==> config.mk <==
export PLATFORM = sky130hd
export DESIGN_NAME = fifo_pipe_proc
export DESIGN_NICKNAME = d
export VERILOG_FILES = /design/src/rtl/fifo_pipe_proc.sv
export SDC_FILE = /design/constraint.sdc
export NUM_CORES = 1
export LEC_CHECK = 0
export ABC_CLOCK_PERIOD_IN_PS = 3160
export BUFFER_PORTS_ARGS = -buffer_cell sky130_fd_sc_hd__buf_2
export CAP_MARGIN = 20
export CORE_MARGIN = 5
export CORE_UTILIZATION = 54
export DETAILED_ROUTE_END_ITERATION = 8
export PLACE_DENSITY = 0.78
export SLEW_MARGIN = 20
export SYNTH_ARGS = -nofsm -noshare
export SYNTH_HDL_FRONTEND = slang
export SYNTH_SLANG_ARGS = --single-unit
export TNS_END_PERCENT = 5
==> constraint.sdc <==
create_clock -name clk -period 3.16 [get_ports clk]
set_clock_uncertainty 0.2 [all_clocks]
set_input_delay 0.158 -clock clk [delete_from_list [all_inputs] [get_ports clk]]
set_output_delay 0.158 -clock clk [all_outputs]
set_load 0.01 [all_outputs]
==> src/rtl/fifo_pipe_proc.sv <==
// fifo_pipe_proc: single-clock FIFO feeding an NUM_STAGES-deep arithmetic
// pipeline. Each popped word carries its own op (pass/add/sub/sat-add),
// which every stage applies once, so the op takes effect NUM_STAGES times.
//
// Ports:
//   clk         rising-edge clock
//   rst         synchronous active-high reset
//   push        write request, push_data written when accepted
//   pop         read request, op_mode selects the op for that word
//   flush       synchronous clear of FIFO and pipeline (error flags kept)
//   err_clr     clears sticky overflow/underflow (a same-cycle error wins)
//   pop_data    processed word, 0 when pop_valid=0
//   pop_valid   pop_data valid this cycle (NUM_STAGES cycles after the pop)
//   empty, full, almost_full, level   occupancy status from registered state
//   overflow    sticky: a push was dropped
//   underflow   sticky: a pop was ignored
module fifo_pipe_proc #(
  parameter int FIFO_DEPTH = 8,
  parameter int FIFO_WIDTH = 11,
  parameter int NUM_STAGES = 3,
  parameter int STEP       = 1,
  parameter int AF_THRESH  = FIFO_DEPTH - 2
) (
  input  logic                          clk,
  input  logic                          rst,
  input  logic                          push,
  input  logic [FIFO_WIDTH-1:0]         push_data,
  input  logic                          pop,
  input  logic [1:0]                    op_mode,
  input  logic                          flush,
  input  logic                          err_clr,
  output logic [FIFO_WIDTH-1:0]         pop_data,
  output logic                          pop_valid,
  output logic                          empty,
  output logic                          full,
  output logic                          almost_full,
  output logic [$clog2(FIFO_DEPTH):0]   level,
  output logic                          overflow,
  output logic                          underflow
);

  localparam int AW = $clog2(FIFO_DEPTH);
  localparam logic [FIFO_WIDTH-1:0] STEP_W = FIFO_WIDTH'(STEP);
  localparam logic [AW:0]           AF_LVL = (AW+1)'(AF_THRESH);

  typedef enum logic [1:0] {
    OP_PASS = 2'b00,
    OP_ADD  = 2'b01,
    OP_SUB  = 2'b10,
    OP_SAT  = 2'b11
  } op_e;

  logic [FIFO_WIDTH-1:0] mem [FIFO_DEPTH];
  logic [AW:0]           wr_ptr;
  logic [AW:0]           rd_ptr;
  logic                  push_acc;
  logic                  pop_acc;

  logic [FIFO_WIDTH-1:0] stg_data [NUM_STAGES];
  op_e                   stg_op   [NUM_STAGES];
  logic                  stg_vld  [NUM_STAGES];

  function automatic logic [FIFO_WIDTH-1:0] apply_op(
    input logic [FIFO_WIDTH-1:0] d,
    input op_e                   op
  );
    logic [FIFO_WIDTH:0] sum;
    sum = {1'b0, d} + {1'b0, STEP_W};
    case (op)
      OP_PASS: apply_op = d;
      OP_ADD:  apply_op = sum[FIFO_WIDTH-1:0];
      OP_SUB:  apply_op = d - STEP_W;
      default: apply_op = sum[FIFO_WIDTH] ? '1 : sum[FIFO_WIDTH-1:0];
    endcase
  endfunction

  // Status is derived purely from the pointer registers.
  assign level       = wr_ptr - rd_ptr;
  assign empty       = (wr_ptr == rd_ptr);
  assign full        = (wr_ptr[AW-1:0] == rd_ptr[AW-1:0]) && (wr_ptr[AW] != rd_ptr[AW]);
  assign almost_full = (level >= AF_LVL);

  // A pop frees the slot in the same cycle, so push on full is allowed then.
  assign pop_acc  = pop & ~empty;
  assign push_acc = push & (~full | pop_acc);

  always_ff @(posedge clk) begin
    if (rst || flush) begin
      wr_ptr <= '0;
      rd_ptr <= '0;
    end else begin
      if (push_acc) wr_ptr <= wr_ptr + 1'b1;
      if (pop_acc)  rd_ptr <= rd_ptr + 1'b1;
    end
  end

  // Storage is not reset; a read of the slot being overwritten sees the old word.
  always_ff @(posedge clk) begin
    if (!rst && !flush && push_acc) mem[wr_ptr[AW-1:0]] <= push_data;
  end

  always_ff @(posedge clk) begin
    if (rst) begin
      overflow  <= 1'b0;
      underflow <= 1'b0;
    end else if (!flush) begin
      if (push && !push_acc) overflow <= 1'b1;
      else if (err_clr)      overflow <= 1'b0;
      if (pop && empty)      underflow <= 1'b1;
      else if (err_clr)      underflow <= 1'b0;
    end
  end

  always_ff @(posedge clk) begin
    if (rst || flush) begin
      for (int unsigned k = 0; k < NUM_STAGES; k++) begin
        stg_data[k] <= '0;
        stg_op[k]   <= OP_PASS;
        stg_vld[k]  <= 1'b0;
      end
    end else begin
      stg_vld[0]  <= pop_acc;
      stg_op[0]   <= op_e'(op_mode);
      stg_data[0] <= pop_acc ? apply_op(mem[rd_ptr[AW-1:0]], op_e'(op_mode)) : '0;
      for (int unsigned k = 1; k < NUM_STAGES; k++) begin
        stg_vld[k]  <= stg_vld[k-1];
        stg_op[k]   <= stg_op[k-1];
        stg_data[k] <= stg_vld[k-1] ? apply_op(stg_data[k-1], stg_op[k-1]) : '0;
      end
    end
  end

  assign pop_data  = stg_data[NUM_STAGES-1];
  assign pop_valid = stg_vld[NUM_STAGES-1];

endmodule

# Yosys cells after proc, flatten, opt, wreduce, memory -nomap -nowiden
# Memories as Yosys holds them, arrays and structs flattened. A register that Yosys moved wholly into a read port is not among the register bits.
# Index checks and enable logic that the tools add are counted.
dict set report word_totals {
  register_bits 10
  mem_bits_rw 130
  out_inout_bits 21
  mem_count 4
  input_bits 19
  elab_cells 89
}
# memory depth word_bits rd rd_ports_with_merged_regs write_ports line_no
set memory_table {}
lappend memory_table {mem 8 11 1 1 1 53} ;# logic [FIFO_WIDTH-1:0] mem [FIFO_DEPTH];
lappend memory_table {stg_data 3 11 3 0 3 59} ;# logic [FIFO_WIDTH-1:0] stg_data [NUM_STAGES];
lappend memory_table {stg_op 3 2 2 0 3 60} ;# op_e stg_op [NUM_STAGES];
lappend memory_table {stg_vld 3 1 3 0 3 61} ;# logic stg_vld [NUM_STAGES];
dict set report classes {
  eq_ne 9
  n_mux 31
  bitwise_logic 15
  order_cmp 1
  n_reduce_logical 16
  n_addsub 9
}
# op count
set op_table {}
lappend op_table {{two-way mux 11 bit} 12}
lappend op_table {{case mux 11 bit (3 select lines)} 3}
lappend op_table {{adder 11 x 1 -> 12 bit (second input constant)} 3}
lappend op_table {{subtractor 11 x 1 -> 11 bit (second input constant)} 3}
lappend op_table {{two-way mux 1 bit} 11}
lappend op_table {{OR 1 bit} 10}
lappend op_table {{adder 4 x 1 -> 4 bit (second input constant)} 2}
lappend op_table {{== test 2 x 1 -> 1 bit (second input constant)} 3}
lappend op_table {{== test 2 bit (second input constant)} 3}
lappend op_table {{zero test 2 bit} 3}
lappend op_table {{two-way mux 2 bit} 3}
lappend op_table {{two-way mux 3 bit} 2}
lappend op_table {{logical AND 1 bit} 5}
lappend op_table {{== test 4 bit} 1}
lappend op_table {{>= comparator 4 x 3 -> 1 bit (second input constant)} 1}
lappend op_table {{AND reduction 2 bit} 2}
lappend op_table {{nonzero test 2 bit} 2}
lappend op_table {{subtractor 4 bit} 1}
lappend op_table {{== test 3 bit} 1}
lappend op_table {{zero test 1 bit} 3}
lappend op_table {{inverter 1 bit} 3}
lappend op_table {{AND 1 bit} 2}
lappend op_table {{logical OR 1 bit} 1}
lappend op_table {{inequality test 1 bit} 1}

# Longest topological paths before layout
dict set report depth {
  word_depth 9
  depth_mapped 10
  ltp_nobuf 9
}

# Worst setup path after synthesis
# Ideal clock, no wire load.
dict set report synth_path {
  path_kind {register to register}
  start {register wr_ptr[0]}
  end {memory mem[6][0] (enable)}
  slack_ps 227
  t_required_ps 2552
  n_path_buf 0
  synth_period_minus_slack_ps 2933
  stages_incl_launch_ff 7
  arrival_ps 2325
  setup_time_ps 408
  cell_sequence {dfxtp_1 -> inv_1 -> ha_1 -> nand3_1 -> nand2b_1 -> o21ai_0 -> nor4_1}
}
dict set report synth_between {
  elab_chain_len 8
  word_cells_on_any_way 11
  cone_classes {eq/ne (2); mux (2); bitwise (5); reduce/logical (2)}
}
# element line_no
set synth_rtl {}
lappend synth_rtl {{start: declaration} 54} ;# logic [AW:0] wr_ptr;
lappend synth_rtl {{start signal: assignment} 92} ;# if (push_acc) wr_ptr <= wr_ptr + 1'b1;
lappend synth_rtl {{== test 4 bit or == test 3 bit (tied branches)} {79, 80}}
lappend synth_rtl {{inverter 1 bit or logical AND 1 bit (tied branches)} {84, 80}}
lappend synth_rtl {{AND 1 bit or inverter 1 bit (tied branches)} {84, 85}}
lappend synth_rtl {{OR 1 bit} 85} ;# assign push_acc = push & (~full | pop_acc);
lappend synth_rtl {{AND 1 bit} 85}
lappend synth_rtl {{logical AND 1 bit} 99} ;# if (!rst && !flush && push_acc) mem[wr_ptr[AW-1:0]] <= push_data;
lappend synth_rtl {{two-way mux 1 bit} 99}
lappend synth_rtl {{two-way mux 1 bit (not written as such)} 99}
lappend synth_rtl {{end: declaration} 53}
# Several ways; a longest one is shown, not always the timed one.

==> results.rst <==
.. list-table::
   :header-rows: 1

   * - Metric
     - Value
   * - Post-Synthesis Cells
     - 483
   * - Setup Total Neg Slack
     - 0 ps
   * - Final worst slack
     - 118 ps
   * - Final standard cell count with taps included and fillers excluded
     - 710
   * - Rel. slew slack
     - 34.1%
   * - Proportion of layout cells with a drive suffix above 1
     - 21.7%
   * - Top cells by instance count after synthesis
     - 88 x edfxtp_1, 53 x dfxtp_1, 34 x a21oi_1, 29 x nand2_1, 28 x nor2_1
   * - Vias per std cell
     - 5.74
   * - Antenna diode instance count
     - 0
   * - Global Route met2 Usage
     - 34.1%
   * - Total number of placement rows
     - 39
   * - Sequential cell area fraction in the yosys report
     - 59.1%
   * - FILL cells
     - 845
   * - Final core utilization
     - 65.1%
   * - Final hold violations
     - 0
   * - Post-CTS setup buffer count
     - 0
   * - Initial antenna violation count
     - 0
   * - Peak clock frequency supported by timing
     - 329 MHz
   * - Worst hold-check path type
     - in -> reg
   * - Vias after detailed routing
     - 4,074
   * - Vias in the first global route
     - 4,210
   * - Count of nets after finishing
     - 585
   * - Tmin final
     - 3040 ps
   * - Wire length of the first global-routing pass
     - 21,000 microns
   * - Max Cap Viol
     - 0
   * - Number of buffers inserted by port buffering
     - 39
   * - FF-to-FF End
     - stg_data[0][10]
   * - CTS buffer count
     - 17
   * - Hold Path End
     - wr_ptr[1]
   * - Worst Hold Margin
     - 101 ps
   * - RSZ-0062 raised after global routing
     - no
   * - Critical Path, Cell by Cell
     - mux4_2 > mux2i_1 > ha_1 > nand2_1 > or4_1 > o32ai_2 > mux2i_1 > nor3_2
   * - CTS root buffer
     - clkbuf_16
   * - Placement-stage worst setup slack
     - 232 ps
   * - Most frequently used cell type in the post-synthesis netlist
     - edfxtp_1
   * - Initial cell density of the core
     - 54.9%
   * - Die X-Extent
     - 118 microns
   * - Worst VDD drop
     - 534 uV
   * - Most utilized layer in the global route result
     - met2
   * - Overflow after GRT
     - 0
   * - Height of the die
     - 118 microns
   * - Syn Area/Cell
     - 13.0 sq um
   * - Number of enable-type register cells in the synthesized netlist
     - 88
   * - Kind of cell adding the most delay to the critical path
     - multiplexers
   * - Remaining number of nets flagged by the antenna check after routing
     - 0
   * - Met1 global-route usage
     - 22.2%
   * - Cell depth of the worst hold path
     - 5
   * - First-pass iteration count of the detailed router
     - 4
   * - Critical path data required time
     - 3250 ps
   * - Leakage dissipation
     - 2.71 nW
   * - Critical hold path startpoint
     - pop
   * - Critical-path maximum fanout
     - 7
   * - Netlist area before placement
     - 6270 sq um
   * - Register bit total from synthesis
     - 141
   * - Library cells used by synthesis
     - 53
   * - Bufs and invs on worst path
     - 0
   * - Global routing met3 resource utilization
     - 5.38%
   * - Synthesized netlist net count
     - 514
   * - Detailed-route wire length per cell
     - 18.0 microns
   * - Top cells by area in the synthesized netlist
     - edfxtp_1 42%, dfxtp_1 17%, mux4_2 5.7%, a21oi_1 2.7%, mux4_1 2.5%
   * - CTS tree
     - yes
   * - Half-perimeter wire length after placement
     - 8280 microns
   * - Syn. warnings
     - 0
   * - Total Routed Length
     - 12,800 microns
   * - Die area
     - 13,900 sq um
   * - CP Class
     - reg -> reg
   * - Worst skew pair latency
     - 420 ps
   * - CORE AREA
     - 11,400 sq um
   * - Number of sinks on the clock net
     - 141
   * - Critical path startpoint category
     - flip-flop
   * - Worst-Margin Slew
     - 985 ps
   * - Gp weighted congestion
     - 0.890
   * - Number of DRC markers after the initial detailed-route iteration
     - 284
   * - Placed insts
     - 658
   * - # IOs
     - 40
   * - Setup-failing EPs final
     - 0
   * - Most used flip-flop cell after synthesis
     - edfxtp_1
   * - Share of the synthesized area in the top cell type
     - 42.1%
   * - Area delta synth->final
     - 18.6%
   * - Endpoint type of the worst setup path
     - flip-flop
   * - Number of buffers on the longest clock path
     - 2
   * - Cell type with the highest occurrence count on the critical path
     - mux2i_1
   * - Depth of the CTS H-tree
     - 4
   * - Status
     - complete, no violations
   * - Cell type with the largest total area after synthesis
     - edfxtp_1
   * - Final Max Slew Viols
     - 0
   * - CP max-delay cell
     - dfxtp_1
   * - Total global routing track utilization
     - 19.4%
   * - Post-route fraction of the period consumed by the critical path
     - 96.3%
   * - Proportion of synthesized flip-flops having asynchronous set or reset
     - 0%
   * - CP max stage delay
     - 570 ps
   * - Largest net degree at the start of global routing
     - 18
   * - Cell Pwr Density
     - 551 nW/um^2
   * - Reg-to-reg setup timing slack
     - 120 ps
   * - Arrival @ worst endpoint
     - 3130 ps
   * - Post-detailed-route DRC marker count
     - 0
   * - Register-to-Register Path Depth
     - 8
   * - Clock-pin slew of the registers on the worst-case setup and hold paths
     - 60 ps
==> kinds of logic (layout without fill, tap and decap cells) <==
kind of cell | count (synthesis) | after routing | synth area share (%)
compound gates | 69 | 69 | 6.81
xor+xnor | 33 | 33 | 4.61
fa+ha+maj | 12 | 12 | 2.51
buf+inv | 52 | 136 | 4.39
flops | 141 | 141 | 59.1
mux | 36 | 36 | 11.1
simple gates | 140 | 140 | 11.5
==> worst max-delay path by stage <==
| stage | start | to | slack, ps | cells past startpoint |
|---|---|---|---|---|
| 3_5_place_dp | wr_ptr[0] | mem[2][8] | 230 | 7 |
| 2_1_floorplan | wr_ptr[0] | mem[6][0] | 230 | 6 |
| 4_1_cts | flip-flop | stg_data[0][10] | 100 | 8 |
| 6_report | flip-flop | stg_data[0][10] | 120 | 8 |
| 5_1_grt | flip-flop | stg_data[0][10] | 10 | 8 |
| 3_3_place_gp | flip-flop | stg_data[0][10] | 290 | 8 |
==> worst register-to-register path: cells and delay by family, from the launching register on <==
| kind | cells | cell delay (ps) |
|---|---|---|
| compound gates | 1 | 160 |
| simple gates | 3 | 660 |
| mux | 3 | 1120 |
| fa+ha+maj | 1 | 200 |
| flops | 1 | 570 |
==> placed cells by master (no fill, tap or decap), types with 3 or more instances in the layout <==
cell and instances:
edfxtp_1 88, dfxtp_1 53, buf_2 39, a21oi_1 34
nand2_1 29, nor2_1 28, inv_1 22, buf_4 21
dlygate4sd3_1 20, xnor2_1 17, clkbuf_16 17, mux4_2 16
xor2_1 16, nor3_1 13, nand3_1 12, nand4_1 12
ha_1 11, and2_1 8, mux2i_1 7, o21ai_0 7
nand2b_1 6, mux4_1 6, inv_6 6, nor2b_1 5
nor3b_1 5, and3_1 5, or3_1 4, o22ai_1 4
clkinvlp_4 4, mux2_2 3, o21ai_1 3, o31ai_1 3
a32oi_1 3, a211oi_1 3, or4_1 3
==> per-stage QoR <==
stage	power (mW)	area (sq um)
final	4.09	7440
after CTS	4.13	7430
after floorplan	2.11	6270
after global routing	4.25	7440
after global placement	2.16	6640
after detailed placement	2.16	6640
==> sequential cells by signal (all words and copies together) (netlist names), named ones only <==
| signal | cells |
|---|---|
| stg_vld | 3 |
| stg_data | 33 |
| underflow | 1 |
| mem | 88 |
| rd_ptr | 4 |
| overflow | 1 |
| wr_ptr | 4 |
| stg_op | 4 |
==> routing by layer <==
metal / up-vias / share of wire (%) / wire length (microns)
met4: 0 / 1.9 / 246
met2: 104 / 53 / 6850
li1: 1940 / - / -
met3: 21 / 4.2 / 542
met1: 2009 / 40 / 5170
met5: - / 0 / 0
==> where the power goes <==
part | switching, mW | leakage, nW | total [mW] | internal, mW
combinational | 0.0945 | 1.21 | 0.173 | 0.0784
clock | 0.775 | 0.275 | 1.95 | 1.17
sequential | 0.0103 | 1.22 | 1.98 | 1.96
==> area by class of cell <==
cell class | count | area [sq um] | area share, %
sequential | 141 | 3700 | 49.8
multi-input combinational | 290 | 2310 | 31.0
timing repair buffer | 81 | 573 | 7.71
clock buffer | 17 | 425 | 5.72
tap | 143 | 179 | 2.41
clock inverter | 15 | 160 | 2.15
inverter | 23 | 86.3 | 1.16
==> repair_timing <==
item | in CTS | in global routing
gates resized for setup | 0 | 1
hold endpoints to repair | 105 | 0
hold buffers | 20 | 0
setup endpoints to repair | 0 | 1
Power figures use the tool's default switching activity.
